[src/rtl/cpuDefine.sv]
`default_nettype none
// ---------------------------------------------------------------------------
// cpuDefine : shared ALU opcodes, divider state encoding and iteration count
// Rev 1.0
// ---------------------------------------------------------------------------
package cpuDefine;

  typedef enum logic [3:0] {
    ALU_ADD  = 4'd0,
    ALU_SUB  = 4'd1,
    ALU_AND  = 4'd2,
    ALU_OR   = 4'd3,
    ALU_XOR  = 4'd4,
    ALU_SLL  = 4'd5,
    ALU_SRL  = 4'd6,
    ALU_SRA  = 4'd7,
    ALU_SLT  = 4'd8,
    ALU_SLTU = 4'd9,
    ALU_MUL  = 4'd10,
    ALU_MULH = 4'd11,
    ALU_DIV  = 4'd12,
    ALU_MOD  = 4'd13,
    ALU_DIVU = 4'd14,
    ALU_MODU = 4'd15
  } AluCtrl;

  typedef enum logic [1:0] {
    IDLE = 2'd0,
    CALC = 2'd1,
    FIX  = 2'd2,
    DONE = 2'd3
  } DivState;

  localparam int DIV_ITER = 32;

  function automatic logic is_signed_op(input AluCtrl op);
    return (op == ALU_DIV) || (op == ALU_MOD);
  endfunction

  function automatic logic is_mod_op(input AluCtrl op);
    return (op == ALU_MOD) || (op == ALU_MODU);
  endfunction

  // Magnitude of a value, treated as two's complement only when sgn is set.
  function automatic logic [31:0] abs32(input logic [31:0] v, input logic sgn);
    return (sgn && v[31]) ? (~v + 32'd1) : v;
  endfunction

endpackage
`default_nettype wire

[src/rtl/div_step.sv]
`default_nettype none
// ---------------------------------------------------------------------------
// div_step : one restoring-division iteration on a {remainder, quotient} pair
// Rev 1.0
// ---------------------------------------------------------------------------
module div_step (
  input  logic [63:0] rq_in,
  input  logic [31:0] divisor,
  output logic [63:0] rq_out
);

  // Shifted partial remainder kept at 33 bits: divisors above 2^31 can push
  // the shifted remainder past 32 bits before the subtract.
  logic [32:0] w_part;
  logic [32:0] w_diff;
  logic        w_ge;

  assign w_part = rq_in[63:31];
  assign w_diff = w_part - {1'b0, divisor};
  assign w_ge   = (w_part >= {1'b0, divisor});

  assign rq_out = w_ge ? {w_diff[31:0], rq_in[30:0], 1'b1}
                       : {rq_in[62:0], 1'b0};

endmodule
`default_nettype wire

[src/rtl/div_unit.sv]
`default_nettype none
// ---------------------------------------------------------------------------
// div_unit : 32-bit iterative signed/unsigned divider (quotient or remainder)
// Optional DIV_FAST_SMALL_EN: skip iteration when |src1| < |src2|.  Rev 1.0
// ---------------------------------------------------------------------------
module div_unit
  import cpuDefine::*;
(
  input  logic        aclk,
  input  logic        aresetn,
  input  logic        flush,
  input  logic        start,
  input  AluCtrl      aluctrl,
  input  logic [31:0] src1,
  input  logic [31:0] src2,
  output logic        busy,
  output logic        done,
  output logic [31:0] result
);

  DivState     r_state;
  DivState     w_next;
  AluCtrl      r_op;
  logic        r_sign1;
  logic        r_sign2;
  logic [31:0] r_divisor;
  logic [63:0] r_rq;
  logic [5:0]  r_cnt;
  logic [31:0] r_result;

  logic        w_accept;
  logic        w_fast;
  logic [31:0] w_abs1;
  logic [31:0] w_abs2;
  logic [63:0] w_step;
  logic        w_sgn;
  logic [31:0] w_fix_quo;
  logic [31:0] w_fix_rem;
  logic [31:0] w_res;

  assign w_accept = (r_state == IDLE) && start && !flush;
  assign w_abs1   = abs32(src1, is_signed_op(aluctrl));
  assign w_abs2   = abs32(src2, is_signed_op(aluctrl));

`ifdef DIV_FAST_SMALL_EN
  assign w_fast = w_accept && (w_abs1 < w_abs2);
`else
  assign w_fast = 1'b0;
`endif

  div_step u_step (
    .rq_in   (r_rq),
    .divisor (r_divisor),
    .rq_out  (w_step)
  );

  // Sign fix-up: quotient follows the XOR of signs, remainder follows src1.
  assign w_sgn     = is_signed_op(r_op);
  assign w_fix_quo = (w_sgn && (r_sign1 ^ r_sign2)) ? (~r_rq[31:0] + 32'd1) : r_rq[31:0];
  assign w_fix_rem = (w_sgn && r_sign1) ? (~r_rq[63:32] + 32'd1) : r_rq[63:32];
  assign w_res     = is_mod_op(r_op) ? w_fix_rem : w_fix_quo;

  always_ff @(posedge aclk) begin
    if (!aresetn) begin
      r_state <= IDLE;
    end else begin
      r_state <= w_next;
    end
  end

  always_comb begin
    w_next = r_state;
    if (flush) begin
      w_next = IDLE;
    end else begin
      case (r_state)
        IDLE:    if (start) w_next = w_fast ? FIX : CALC;
        CALC:    if (r_cnt == 6'(DIV_ITER - 1)) w_next = FIX;
        FIX:     w_next = DONE;
        DONE:    w_next = IDLE;
        default: w_next = IDLE;
      endcase
    end
  end

  always_comb begin
    busy = (r_state != IDLE);
    done = (r_state == DONE);
  end

  always_ff @(posedge aclk) begin
    if (!aresetn) begin
      r_op      <= ALU_ADD;
      r_sign1   <= 1'b0;
      r_sign2   <= 1'b0;
      r_divisor <= 32'd0;
      r_rq      <= 64'd0;
      r_cnt     <= 6'd0;
      r_result  <= 32'd0;
    end else if (w_accept) begin
      r_op      <= aluctrl;
      r_sign1   <= src1[31];
      r_sign2   <= src2[31];
      r_divisor <= w_abs2;
      r_cnt     <= 6'd0;
      // Fast path preloads the answer directly: remainder |src1|, quotient 0.
      r_rq      <= w_fast ? {w_abs1, 32'd0} : {32'd0, w_abs1};
    end else if (!flush && (r_state == CALC)) begin
      r_rq      <= w_step;
      r_cnt     <= r_cnt + 6'd1;
    end else if (!flush && (r_state == FIX)) begin
      r_result  <= w_res;
    end
  end

  assign result = r_result;

endmodule
`default_nettype wire

[config.mk]
export PLATFORM = sky130hd
export DESIGN_NAME = div_unit
export DESIGN_NICKNAME = d
export VERILOG_FILES = /design/src/rtl/cpuDefine.sv /design/src/rtl/div_step.sv /design/src/rtl/div_unit.sv
export SDC_FILE = /design/constraint.sdc
export NUM_CORES = 1
export LEC_CHECK = 0
export ABC_AREA = 1
export CORE_MARGIN = 2
export CORE_UTILIZATION = 33
export DETAILED_ROUTE_END_ITERATION = 16
export GPL_TIMING_DRIVEN = 0
export PLACE_DENSITY_LB_ADDON = 0.12
export SLEW_MARGIN = 20
export SYNTH_ARGS = -nofsm -noshare
export SYNTH_HDL_FRONTEND = slang
export SYNTH_SLANG_ARGS = --single-unit
[constraint.sdc]
create_clock -name aclk -period 2.4 [get_ports aclk]
set_input_delay 0.48 -clock aclk [delete_from_list [all_inputs] [get_ports aclk]]
set_output_delay 0.48 -clock aclk [all_outputs]
set_load 0.02 [all_outputs]
==> flow_summary.json <==
{
  "grt-busiest-layer": "met2",
  "p_leak_nw": 6.782,
  "place_congestion": 0.9108,
  "reg2reg_depth": 13,
  "syn_avg_cell_area_um2": 5.735,
  "placementRows": 69,
  "startpoint": "r_state[0]",
  "hold_depth": 2,
  "final_core_util_pct": 41.64,
  "dieArea_mm2": 0.03799,
  "synth_nets": 2212,
  "setup_viol": 0,
  "clk_path_buf_depth": 2,
  "clock-sinks": 142,
  "slew_violations": 0,
  "wl_per_cell_um": 17.07,
  "placed_cell_area_mm2": 0.01365,
  "min_period_ns": 2.324,
  "synth_cell_types": 49,
  "rrSetupSlack_ns": 0.08,
  "clk_pin_slew_ns": 0.06,
  "worst_pin_slew_ns": 0.7497,
  "drtPass1Iterations": 6,
  "num-nets-final": 2342,
  "vias_per_cell": 5.127,
  "core-area_mm2": 0.03574,
  "h-tree-depth": 4,
  "hold_buffers": 0,
  "tritoncts": "yes",
  "vdd_drop_max_v": 0.0005653,
  "first_iter_violations": 1192,
  "clkLatencyLatePin_ns": 0.44,
  "use_met1_pct": 34.42,
  "rsz0062_at_grt": "true",
  "ys_seq_area_share_pct": 23.64,
  "endpoint_kind": "register",
  "drt-total-wl_mm": 46.08,
  "syn_inst": 2097,
  "ios": 106,
  "grt_first_pass_wirelength_mm": 71.42,
  "syn2layout_area_growth_pct": 23.76,
  "synth-seq-cells": 142,
  "dpl.hpwl_mm": 37.92,
  "critPathLaunchType": "register",
  "track_usage_pct": 24.18,
  "antenna_found_initial": 0,
  "drv_cap": 0,
  "die_w_um": 194.9,
  "r2r-start": "r_state[0]",
  "ys_warn_count": 0,
  "hold_ws_ns": 0.4662,
  "final_area_mm2": 0.01488,
  "cp_max_fo": 10,
  "status": "finished, final reports clean",
  "diodes": 0,
  "critPathKind": "register to register",
  "syn-cell-area_mm2": 0.01203,
  "grt_pass1_vias": 12840,
  "worstReg2RegEnd": "result[5]",
  "drive_above_1_share_pct": 8.933,
  "met2_usage_pct": 37.94,
  "critPathCapture": "result[5]",
  "cts_buffers": 17,
  "hold_viol": 0,
  "required_ns": 2.73,
  "skew_ns": 0.009530,
  "min_path_type": "register to register",
  "via_count": 13840,
  "use_met3_pct": 3.089,
  "grt_max_degree": 17,
  "start_util_pct": 33.65,
  "cp.arrival_ns": 2.66,
  "power.density_mw_per_mm2": 551.5,
  "final_antenna_net_count": 0,
  "period_share_pct": 96.84,
  "fin_setup_tns_ns": 0,
  "die_y_um": 194.9,
  "maxSlewHeadroom_pct": 50.02,
  "globalRoute.totalOverflow": 0,
  "hold_start": "r_op[1]",
  "cts_root_buf": "clkbuf_16",
  "fmax_mhz": 430.3,
  "drc": 0,
  "port_buffers": 105
}
## flip-flops by register name, indices dropped and copies added (netlist names)
name,cells
r_rq,64
r_divisor,32
result,32
r_cnt,6
r_op,4
r_state,2
r_sign1,1
r_sign2,1
## kinds of logic (layout without fill, tap and decap cells)
| logic type | after synthesis | in the layout | share of synthesized area, % |
|---|---|---|---|
| AND/OR/NAND/NOR | 1108 | 1108 | 39.00 |
| adder cells (fa/ha/maj) | 43 | 43 | 4.536 |
| flip-flops | 142 | 142 | 23.64 |
| AO/OA/AOI/OAI | 358 | 358 | 16.51 |
| XOR/XNOR | 50 | 50 | 3.641 |
| buffers and inverters | 396 | 538 | 12.67 |
## where the power goes
group | internal (mW) | switching [mW]
clock network | 1.69 | 1.14
registers | 2.48 | 0.111
logic | 0.989 | 1.80
## critical path, cell delays in order (launching register included)
cell and delay, ns:
dfxtp_1 0.36, inv_1 0.10, ha_1 0.22, nand2_1 0.16, nor2_4 0.09, buf_12 0.14
nor2_4 0.15, inv_2 0.08, nor3_4 0.21, buf_12 0.15, buf_4 0.19, nand3_1 0.17
o211ai_1 0.13, inv_1 0.05
## per-stage QoR
step,cells,power (mW),setup slack [ns]
2_1_floorplan,2097,4.322,0.4593
3_3_place_gp,2663,5.177,-0.4827
3_5_place_dp,2663,5.180,-0.4803
4_1_cts,2694,8.055,0.002978
5_1_grt,2700,8.694,-0.01687
6_report,2700,8.209,0.07586
## routing by layer
| metal | wire [um] | part of all wire, % |
|---|---|---|
| met5 | 0 | 0 |
| met4 | 932 | 2.0 |
| met3 | 2411 | 5.2 |
| met2 | 20330 | 44 |
| met1 | 22400 | 49 |
## cell usage after synthesis (all sizes together)
cell	instances	area [um2]
nor4	3	18.77
o21bai	7	52.55
or2	6	37.54
dfxtp	142	2843
o21a	11	82.58
nand2	595	2243
o32ai	4	35.03
and3	7	43.79
o41ai	1	8.760
nand4	14	87.58
buf	27	138.9
o31ai	7	52.55
fa	1	20.02
o22ai	11	68.82
clkinv	2	7.510
xor2	28	245.2
clkbuf	44	165.2
o211ai	19	142.6
nand3	231	1161
a221oi	2	17.52
nor2	194	745.7
inv	323	1212
o21ai	151	759.5
nor3	37	201.5
a22o	2	17.52
nand3b	14	105.1
a21oi	130	654.4
o311ai	1	8.760
o221ai	2	17.52
ha	42	525.5
nor3b	2	15.01
a31oi	7	43.79
a2111oi	1	8.760
a21o	2	15.01
and2	5	31.28
xnor2	22	192.7
## timing repair
| item | 4_1_cts | 5_1_grt |
|---|---|---|
| resized for setup | 22 | 121 |
| cloned | 0 | 0 |
| endpoints found under the setup margin | 49 | 86 |
| buffers inserted | 0 | 7 |
| pin swaps | 2 | 10 |
## area by class of cell
class                   instances  area, um2
inverters                     325       1220
clock inverters                12      158.9
well taps                     461      576.8
flip-flops and latches        142       2878
multi-input cells            1559       8138
plain buffers                  70      331.6
repair buffers                112       1129
clock buffers                  19      452.9
fillers                      3991      20860
## worst min-delay path by stage
stage                           to
after global placement     r_op[1]
after CTS                  r_op[1]
final                      r_op[1]
after detailed placement   r_op[1]
after floorplan            r_op[1]
after global routing      r_rq[29]
## cells in the final DEF, fill, tap and decap left out, types with 8 or more instances in the layout
cell type | netlist | routed
o21a_1 | 11 | 11
nor2_2 | 7 | 10
o22ai_1 | 11 | 11
nand4_1 | 14 | 14
clkbuf_16 | 0 | 17
nand3b_1 | 14 | 14
xor2_1 | 28 | 28
clkbuf_1 | 44 | 38
nand2_1 | 591 | 567
nor2_4 | 0 | 8
buf_2 | 21 | 15
ha_1 | 42 | 17
inv_2 | 8 | 18
dfxtp_2 | 0 | 22
nor2_1 | 187 | 176
nand3_1 | 230 | 226
nor3_1 | 35 | 34
o21ai_0 | 147 | 146
ha_4 | 0 | 20
clkdlybuf4s50_1 | 0 | 105
dfxtp_1 | 142 | 118
xnor2_1 | 22 | 22
inv_1 | 315 | 305
a21oi_1 | 129 | 125
buf_4 | 3 | 8
o211ai_1 | 19 | 19
nand2_2 | 4 | 25
No activity file was read; power rests on OpenSTA's default activity.
